--- src/rtl/fuel_pump_lock.sv ---
// rtl/fuel_pump_lock.sv - anti-theft fuel pump interlock with secret switch code and timed lockout
module fuel_pump_lock #(
    parameter int                NUM_SW         = 4,
    parameter logic [NUM_SW-1:0] CODE           = 4'b1010,
    parameter int                MAX_TRIES      = 3,
    parameter int                ARM_TIMEOUT    = 1000,
    parameter int                LOCKOUT_CYCLES = 5000,
    localparam int               TRY_W          = $clog2(MAX_TRIES + 1)
) (
    input  logic              clock,
    input  logic              reset,
    input  logic              ignition,
    input  logic              brake,
    input  logic [NUM_SW-1:0] hidden_sw,
    output logic              fuel_pump,
    output logic              locked_out,
    output logic              alarm,
    output logic [TRY_W-1:0]  fail_count,
    output logic [1:0]        state
);

    localparam int CNT_MAX = (ARM_TIMEOUT > LOCKOUT_CYCLES) ? ARM_TIMEOUT : LOCKOUT_CYCLES;
    localparam int CNT_W   = $clog2(CNT_MAX);

    localparam logic [CNT_W-1:0] ARM_LAST  = CNT_W'(ARM_TIMEOUT - 1);
    localparam logic [CNT_W-1:0] LOCK_LAST = CNT_W'(LOCKOUT_CYCLES - 1);
    localparam logic [TRY_W-1:0] TRY_LIMIT = TRY_W'(MAX_TRIES);

    typedef enum logic [1:0] {
        S_OFF  = 2'd0,
        S_WAIT = 2'd1,
        S_RUN  = 2'd2,
        S_LOCK = 2'd3
    } state_t;

    state_t           state_q;
    state_t           state_next;
    logic [TRY_W-1:0] fail_q;
    logic [TRY_W-1:0] fail_next;
    logic [TRY_W-1:0] fail_inc;
    logic [CNT_W-1:0] cnt_q;
    logic             brake_d;
    logic             alarm_q;
    logic             attempt;
    logic             code_ok;

    // brake_d resets high so a pedal already held down never counts as a press
    assign attempt  = brake & ~brake_d;
    assign code_ok  = (hidden_sw == CODE);
    assign fail_inc = fail_q + TRY_W'(1);

    always_comb begin
        state_next = state_q;
        fail_next  = fail_q;
        case (state_q)
            S_OFF: begin
                if (ignition) begin
                    state_next = S_WAIT;
                end
            end
            S_WAIT: begin
                if (!ignition) begin
                    state_next = S_OFF;
                end else if (attempt && code_ok) begin
                    state_next = S_RUN;
                    fail_next  = '0;
                end else begin
                    if (attempt) begin
                        fail_next = fail_inc;
                        if (fail_inc == TRY_LIMIT) begin
                            state_next = S_LOCK;
                        end
                    end
                    // window expiry only loses to a correct press
                    if (cnt_q == ARM_LAST) begin
                        state_next = S_LOCK;
                    end
                end
            end
            S_RUN: begin
                if (!ignition) begin
                    state_next = S_OFF;
                end
            end
            S_LOCK: begin
                if (cnt_q == LOCK_LAST) begin
                    state_next = S_OFF;
                    fail_next  = '0;
                end
            end
            default: begin
                state_next = S_OFF;
            end
        endcase
    end

    always_ff @(posedge clock) begin
        if (reset) begin
            state_q <= S_OFF;
            fail_q  <= '0;
            cnt_q   <= '0;
            brake_d <= 1'b1;
            alarm_q <= 1'b0;
        end else begin
            state_q <= state_next;
            fail_q  <= fail_next;
            brake_d <= brake;
            alarm_q <= (state_next == S_LOCK) && (state_q != S_LOCK);
            // one counter serves both the auth window and the lockout timer
            if (state_next != state_q) begin
                cnt_q <= '0;
            end else if ((state_q == S_WAIT) || (state_q == S_LOCK)) begin
                cnt_q <= cnt_q + CNT_W'(1);
            end
        end
    end

    assign fuel_pump  = (state_q == S_RUN);
    assign locked_out = (state_q == S_LOCK);
    assign alarm      = alarm_q;
    assign fail_count = fail_q;
    assign state      = state_q;

endmodule

--- config.mk ---
export PLATFORM = sky130hd
export DESIGN_NAME = fuel_pump_lock
export DESIGN_NICKNAME = d
export VERILOG_FILES = /design/src/rtl/fuel_pump_lock.sv
export SDC_FILE = /design/constraint.sdc
export NUM_CORES = 1
export LEC_CHECK = 0
export ABC_AREA = 1
export CAP_MARGIN = 10
export CORE_MARGIN = 4
export CORE_UTILIZATION = 53
export DETAILED_ROUTE_END_ITERATION = 7
export PLACE_DENSITY = 0.77
export SYNTH_ARGS = -nofsm -noshare
export SYNTH_HDL_FRONTEND = slang
export SYNTH_SLANG_ARGS = --single-unit
--- constraint.sdc ---
create_clock -name clock -period 1.8 [get_ports clock]
set_input_delay 0.27 -clock clock [delete_from_list [all_inputs] [get_ports clock]]
set_output_delay 0.27 -clock clock [all_outputs]
set_load 0.1 [all_outputs]
==> flow_summary.yaml, run 1 <==
synth:
  synth_cell_types: 27
  synth-seq-cells: 19
  yosysSeqAreaShare: 0.3393
  syn_nets: 152
  yosys_warnings: 0
  netlist_instances: 142
  synth_area_um2: 1121
  synth_area_per_cell_um2: 7.895
clock_tree:
  cts_setup_buffers: 0
  ctsRootBufferMaster: "clkbuf_4"
  cts_buffer_depth: 2
  clk_latency_ns: 0.30
  cts.repair.resized: 0
  clock-sinks: 19
  numCtsBuffers: 3
  tritoncts: "done"
  htreeDepth: 1
  path_clk_slew_ns: 0.11
  cts-hold-fix-buffers: 0
critical_path:
  path_cells: "ha_1, nand2_1, inv_1, nand2_2, nor2_4, nand2_2, nand2_4, o211ai_2, inv_2, nor3_1"
  path_max_fanout: 13
  path_class: "flip-flop to flip-flop"
  cp.arrival_ns: 1.80
  max_stage_delay_ns: 0.42
  start_kind: "flip-flop"
  worstPathRequired_ns: 1.98
  crit_path_frequent_cell: "nand2_2"
  crit_path_top_delay_cell: "dfxtp_1"
  crit_path_end_kind: "flip-flop"
power_and_ir_drop:
  p_per_area_nw_per_um2: 530.0
  irDropWorstVdd_uv: 444.8
  p_leak_nw: 0.5297
cells_and_area:
  nNetsFinal: 169
  area_delta_synth_final_pct: 20.65
  final_cells: 185
  antennaDiodeCount: 0
  num-fill-cells: 160
  layout_commonest_cell: "nand2_1"
  drive_above_1_share: 0.2848
  final_cell_mix: "nand2_1 (27), inv_1 (19), dfxtp_1 (15), nor3_2 (10)"
timing:
  rsz0062_at_grt: "false"
  finalHoldViolCount: 0
  slew_violations: 0
  worst_pin_slew_ns: 0.3224
  period_needed_ns: 1.615
  finalCritPeriodShare: 0.8971
  slew_headroom: 0.7847
  max_freq_mhz: 619.2
  final.setup_skew_ns: 0.004247
  finalSetupViolations: 0
  finalSetupTns_ns: 0
global_routing:
  grt.overflow.total: 0
  grt_pass1_vias: 861
  track_usage: 0.1668
  antenna_found_initial: 0
  grt_max_degree: 15
  grt_pass1_wl_mm: 3.505
drt:
  vias: 938
  firstDrtPassIters: 3
  antenna_left: 0
  wl_per_cell_um: 11.01
  drc: 0
  drt_iter0_markers: 5
  totalWireLength_mm: 2.036
  avgViaCountPerCell: 5.070
floorplanning:
  die-width_um: 53.99
  initial_core_util: 0.5657
  dieArea_um2: 2915
  io-pin-count: 15
  die_y_um: 53.99
  rows: 16
  coreArea_um2: 1982
placement:
  dpl.cell_count: 181
  gp_congestion: 0.7912
  io_buffers: 14
  place_hpwl_mm: 1.607
job:
  max-cap-violations: 0
worst_hold_path:
  hp-class: "flip-flop to flip-flop"
status:
  status: "complete, no violations"
registers in the layout, indices dropped and copies added (netlist names):
name / count
cnt_q: 13
fail_count: 2
state: 2
alarm: 1
brake_d: 1
cells by family after synthesis:
family                   Yosys count  share of synthesized area
XOR/XNOR                          11                    0.08594
flip-flops                        19                     0.3393
adder cells (fa/ha/maj)            2                    0.02232
multiplexers                       1                   0.008929
buffers and inverters             25                     0.1038
AO/OA/AOI/OAI                      8                    0.04353
AND/OR/NAND/NOR                   76                     0.3962
power breakdown:
part,total (mW),internal (mW),switching [mW]
logic,0.0726,0.0341,0.0385
clock network,0.213,0.0828,0.130
registers,0.431,0.422,0.00903
through the flow:
stage	worst slack, ns	instance area (um^2)	utilization	total power [mW]	hold WS, ns
final	0.1851	1353	0.6824	0.7169	0.4836
after global routing	0.04124	1353	0.6824	0.7465	0.5088
after CTS	0.1588	1353	0.6824	0.7260	0.4842
after detailed placement	0.08077	1325	0.6686	0.5142	0.4676
after global placement	0.1362	1325	0.6686	0.5125	0.4617
after floorplan	0.02104	1145	-	0.4826	0.3297
per-layer routing:
| layer | track usage | part of all wire |
|---|---|---|
| met2 | 0.3145 | 0.51 |
| met5 | 0 | 0 |
| met4 | 0.08714 | 0.019 |
| met3 | 0.02770 | 0.051 |
| met1 | 0.1736 | 0.41 |
worst max-delay path, delay by kind of cell, from the launching register on:
kind | cells | cell delay (ns)
adder cells (fa/ha/maj) | 1 | 0.20
buffers and inverters | 2 | 0.34
AND/OR/NAND/NOR | 6 | 0.46
AO/OA/AOI/OAI | 1 | 0.09
flip-flops | 1 | 0.42
cell type report:
type	count	area (um^2)	area share
inverter	22	86.33	0.06383
clock inverter	1	5.005	0.003700
multi-input combinational	98	634.4	0.4690
tap	27	33.78	0.02498
clock buffer	3	22.52	0.01665
timing repair buffer	15	180.2	0.1332
sequential	19	390.4	0.2886
worst paths after layout:
kind / end / startpoint / cells past startpoint / slack, ns
setup reg to reg: cnt_q[2]$_SDFFE_PP0P_ / cnt_q[0]$_SDFFE_PP0P_ / 10 / 0.19
setup / recovery: cnt_q[2]$_SDFFE_PP0P_ / cnt_q[0]$_SDFFE_PP0P_ / 10 / 0.19
hold / removal: fail_count[1]$_SDFFE_PP0P_ / fail_count[1]$_SDFFE_PP0P_ / 2 / 0.48
hold reg to reg: fail_count[1]$_SDFFE_PP0P_ / fail_count[1]$_SDFFE_PP0P_ / 2 / 0.48
Yosys cell counts:
cell type | instances | share of area
nand2_1 | 28 | 0.094
inv_1 | 20 | 0.067
dfxtp_1 | 19 | 0.34
nor3_2 | 10 | 0.089
nand3_1 | 9 | 0.040
xor2_1 | 9 | 0.070
nor2_1 | 8 | 0.027
a21oi_1 | 4 | 0.018
buf_6 | 3 | 0.030
nand2_2 | 3 | 0.017
nand3_2 | 3 | 0.027
nor3_1 | 3 | 0.013
ha_1 | 2 | 0.022
inv_2 | 2 | 0.0067
nand3b_1 | 2 | 0.013
nand4_1 | 2 | 0.011
nor2_2 | 2 | 0.011
nor2_4 | 2 | 0.020
o21ai_0 | 2 | 0.0089
xnor2_1 | 2 | 0.016
a31oi_1 | 1 | 0.0056
mux2i_1 | 1 | 0.0089
nand2_4 | 1 | 0.010
nand4_2 | 1 | 0.011
nor3b_1 | 1 | 0.0067
o211ai_2 | 1 | 0.011
or2_2 | 1 | 0.0056
Note: power is estimated with default switching activity, not from simulation.
==> run 2, diff against run 1 <==
--- a/config.mk
+++ b/config.mk
@@ -10,7 +10,7 @@
 export CORE_MARGIN = 4
 export CORE_UTILIZATION = 53
 export DETAILED_ROUTE_END_ITERATION = 7
-export PLACE_DENSITY = 0.77
+export PLACE_DENSITY_LB_ADDON = 0.3
 export SYNTH_ARGS = -nofsm -noshare
 export SYNTH_HDL_FRONTEND = slang
 export SYNTH_SLANG_ARGS = --single-unit
==> run 2 against run 1 <==
  * Non-clock buffer count stayed put
  * Routed wire length is 8.1% higher
  * Critical path type unchanged
  * Via count is 0.43% higher
  * Critical path depth stayed put
  * Sequential power hardly changed
  * Sequential cell count stayed put
  * Core utilization is 0.13 points lower
  * Design area is 0.19% lower
  * Maximum frequency is 2.1% lower
==> flow_summary.yaml, run 2 (synthesis gave the netlist of run 1 again) <==
critical_path:
  crit_path_end: "cnt_q[1]$_SDFFE_PP0P_"
  r2r-start: "cnt_q[0]$_SDFFE_PP0P_"
  crit_path_end_kind: "flip-flop"
  r2r_cells: 10
  path_class: "flip-flop to flip-flop"
  cp-startpoint: "cnt_q[0]$_SDFFE_PP0P_"
  r2r_slack_ns: 0.15
  cp.arrival_ns: 1.85
  worstPathRequired_ns: 2.00
  path_max_fanout: 13
  start_kind: "flip-flop"
  worstReg2RegEnd: "cnt_q[1]$_SDFFE_PP0P_"
cells_and_area:
  design_area_um2: 1350
  final_util: 0.6812
  drive_above_1_share: 0.2848
  largest_reg_flops: 13
  num-fill-cells: 166
  area_delta_synth_final_pct: 20.42
  regMostFlops: "cnt_q"
  nNetsFinal: 169
  final_cell_mix: "nand2_1 (27), inv_1 (19), dfxtp_1 (15), nor3_2 (10)"
  final_cells: 185
  layout_commonest_cell: "nand2_1"
  antennaDiodeCount: 0
timing:
  final.setup_skew_ns: 0.006239
  fin_ws_ns: 0.1512
  slew_violations: 0
  worst_pin_slew_ns: 0.3246
  period_needed_ns: 1.649
  slew_headroom: 0.7833
  finalHoldViolCount: 0
  finalCritPeriodShare: 0.9160
  rsz0062_at_grt: "false"
  max_freq_mhz: 606.5
  finalSetupViolations: 0
power_and_ir_drop:
  seq_power_share: 0.589
  power_uw: 733.3
  combPwrFrac: 0.094
  p_leak_nw: 0.5215
  power_switching_uw: 195.6
  irDropWorstVdd_uv: 454.6
  clockPowerShare: 0.317
  internal_power_uw: 537.7
  power_switching_share: 0.2668
  p_per_area_nw_per_um2: 543.2
placement:
  pre_cts_ws_ns: -0.04179
  io_buffers: 14
  placed_cell_area_um2: 1313
  place_hpwl_mm: 1.684
  gp_congestion: 0.8004
  dpl.cell_count: 181
drt:
  wl_per_cell_um: 11.90
  drc: 0
  vias: 942
  totalWireLength_mm: 2.201
  firstDrtPassIters: 4
  antenna_left: 0
  avgViaCountPerCell: 5.092
  drt_iter0_markers: 8
floorplanning:
  die_y_um: 53.99
  rows: 16
  dieArea_um2: 2915
  coreArea_um2: 1982
  io-pin-count: 15
  initial_core_util: 0.5657
  die-width_um: 53.99
job:
  max-cap-violations: 0
global_routing:
  track_usage: 0.1714
  grt_pass1_vias: 903
  grt_pass1_wl_mm: 3.615
  grt_max_degree: 15
  grt.overflow.total: 0
  antenna_found_initial: 0
clock_tree:
  clock-sinks: 19
  cts_setup_buffers: 0
  ctsRootBufferMaster: "clkbuf_4"
  htreeDepth: 1
  path_clk_slew_ns: 0.12
  cts_buffer_depth: 2
  cts-hold-fix-buffers: 0
  cts.repair.resized: 0
  tritoncts: "done"
  clk_latency_ns: 0.31
  numCtsBuffers: 3
worst_hold_path:
  hp-class: "flip-flop to flip-flop"
status:
  status: "complete, no violations"
run 2: cell type report:
type,count,area [um^2],share of cell area
clock buffers,3,22.52,0.01668
clock inverters,1,7.507,0.005561
inverters,22,86.33,0.06395
multi-input cells,98,641.9,0.4754
flip-flops and latches,19,390.4,0.2892
well taps,27,33.78,0.02502
repair buffers,15,167.7,0.1242
run 2: how the worst min path moves through the flow:
stage,depth (start not counted),from,to,slack [ns]
2_1_floorplan,1,reset,state[1]$_SDFF_PP0_,0.33
3_3_place_gp,2,fail_count[1]$_SDFFE_PP0P_,fail_count[1]$_SDFFE_PP0P_,0.47
3_5_place_dp,2,fail_count[0]$_SDFFE_PP0P_,fail_count[0]$_SDFFE_PP0P_,0.49
4_1_cts,2,fail_count[1]$_SDFFE_PP0P_,fail_count[1]$_SDFFE_PP0P_,0.51
5_1_grt,2,fail_count[1]$_SDFFE_PP0P_,fail_count[1]$_SDFFE_PP0P_,0.53
6_report,2,fail_count[1]$_SDFFE_PP0P_,fail_count[1]$_SDFFE_PP0P_,0.51
run 2: metal layers:
metal	up-vias	wire, um	global-route usage
met3	7	124	0.02770
li1	486	-	-
met1	427	897	0.1773
met2	22	1132	0.3266
met5	-	0	0
met4	0	46	0.08714
run 2: critical path, stage by stage (launching register included):
cell and delay [ns]:
dfxtp_1 0.44, ha_1 0.21, nand2_1 0.06, inv_1 0.07, nand2_2 0.06, nor2_4 0.08, nand2_2 0.06, nand2_4 0.10
o211ai_2 0.09, inv_2 0.27, nor3_1 0.10
run 2: metrics by stage:
stage                TNS, ns  hold slack [ns]
finish                     0           0.5059
global route               0           0.5269
CTS                        0           0.5111
detailed placement  -0.08866           0.4933
global placement           0           0.4654
floorplan                  0           0.3297
run 2: power groups by stage:
| stage | clock network [mW] | registers [mW] | logic (mW) |
|---|---|---|---|
| detailed placement | 0 | 0.441 | 0.0675 |
| finish | 0.233 | 0.432 | 0.0689 |
| floorplan | 0 | 0.447 | 0.0358 |
| CTS | 0.240 | 0.432 | 0.0675 |
| global route | 0.251 | 0.433 | 0.0747 |
| global placement | 0 | 0.441 | 0.0660 |
==> run 3, diff against run 2 <==
--- a/config.mk
+++ b/config.mk
@@ -10,6 +10,7 @@
 export CORE_MARGIN = 4
 export CORE_UTILIZATION = 53
 export DETAILED_ROUTE_END_ITERATION = 7
+export GPL_ROUTABILITY_DRIVEN = 0
 export PLACE_DENSITY_LB_ADDON = 0.3
 export SYNTH_ARGS = -nofsm -noshare
 export SYNTH_HDL_FRONTEND = slang
==> results of run 3 <==
The final DEF is identical to that of run 2; final timing and power are the same.
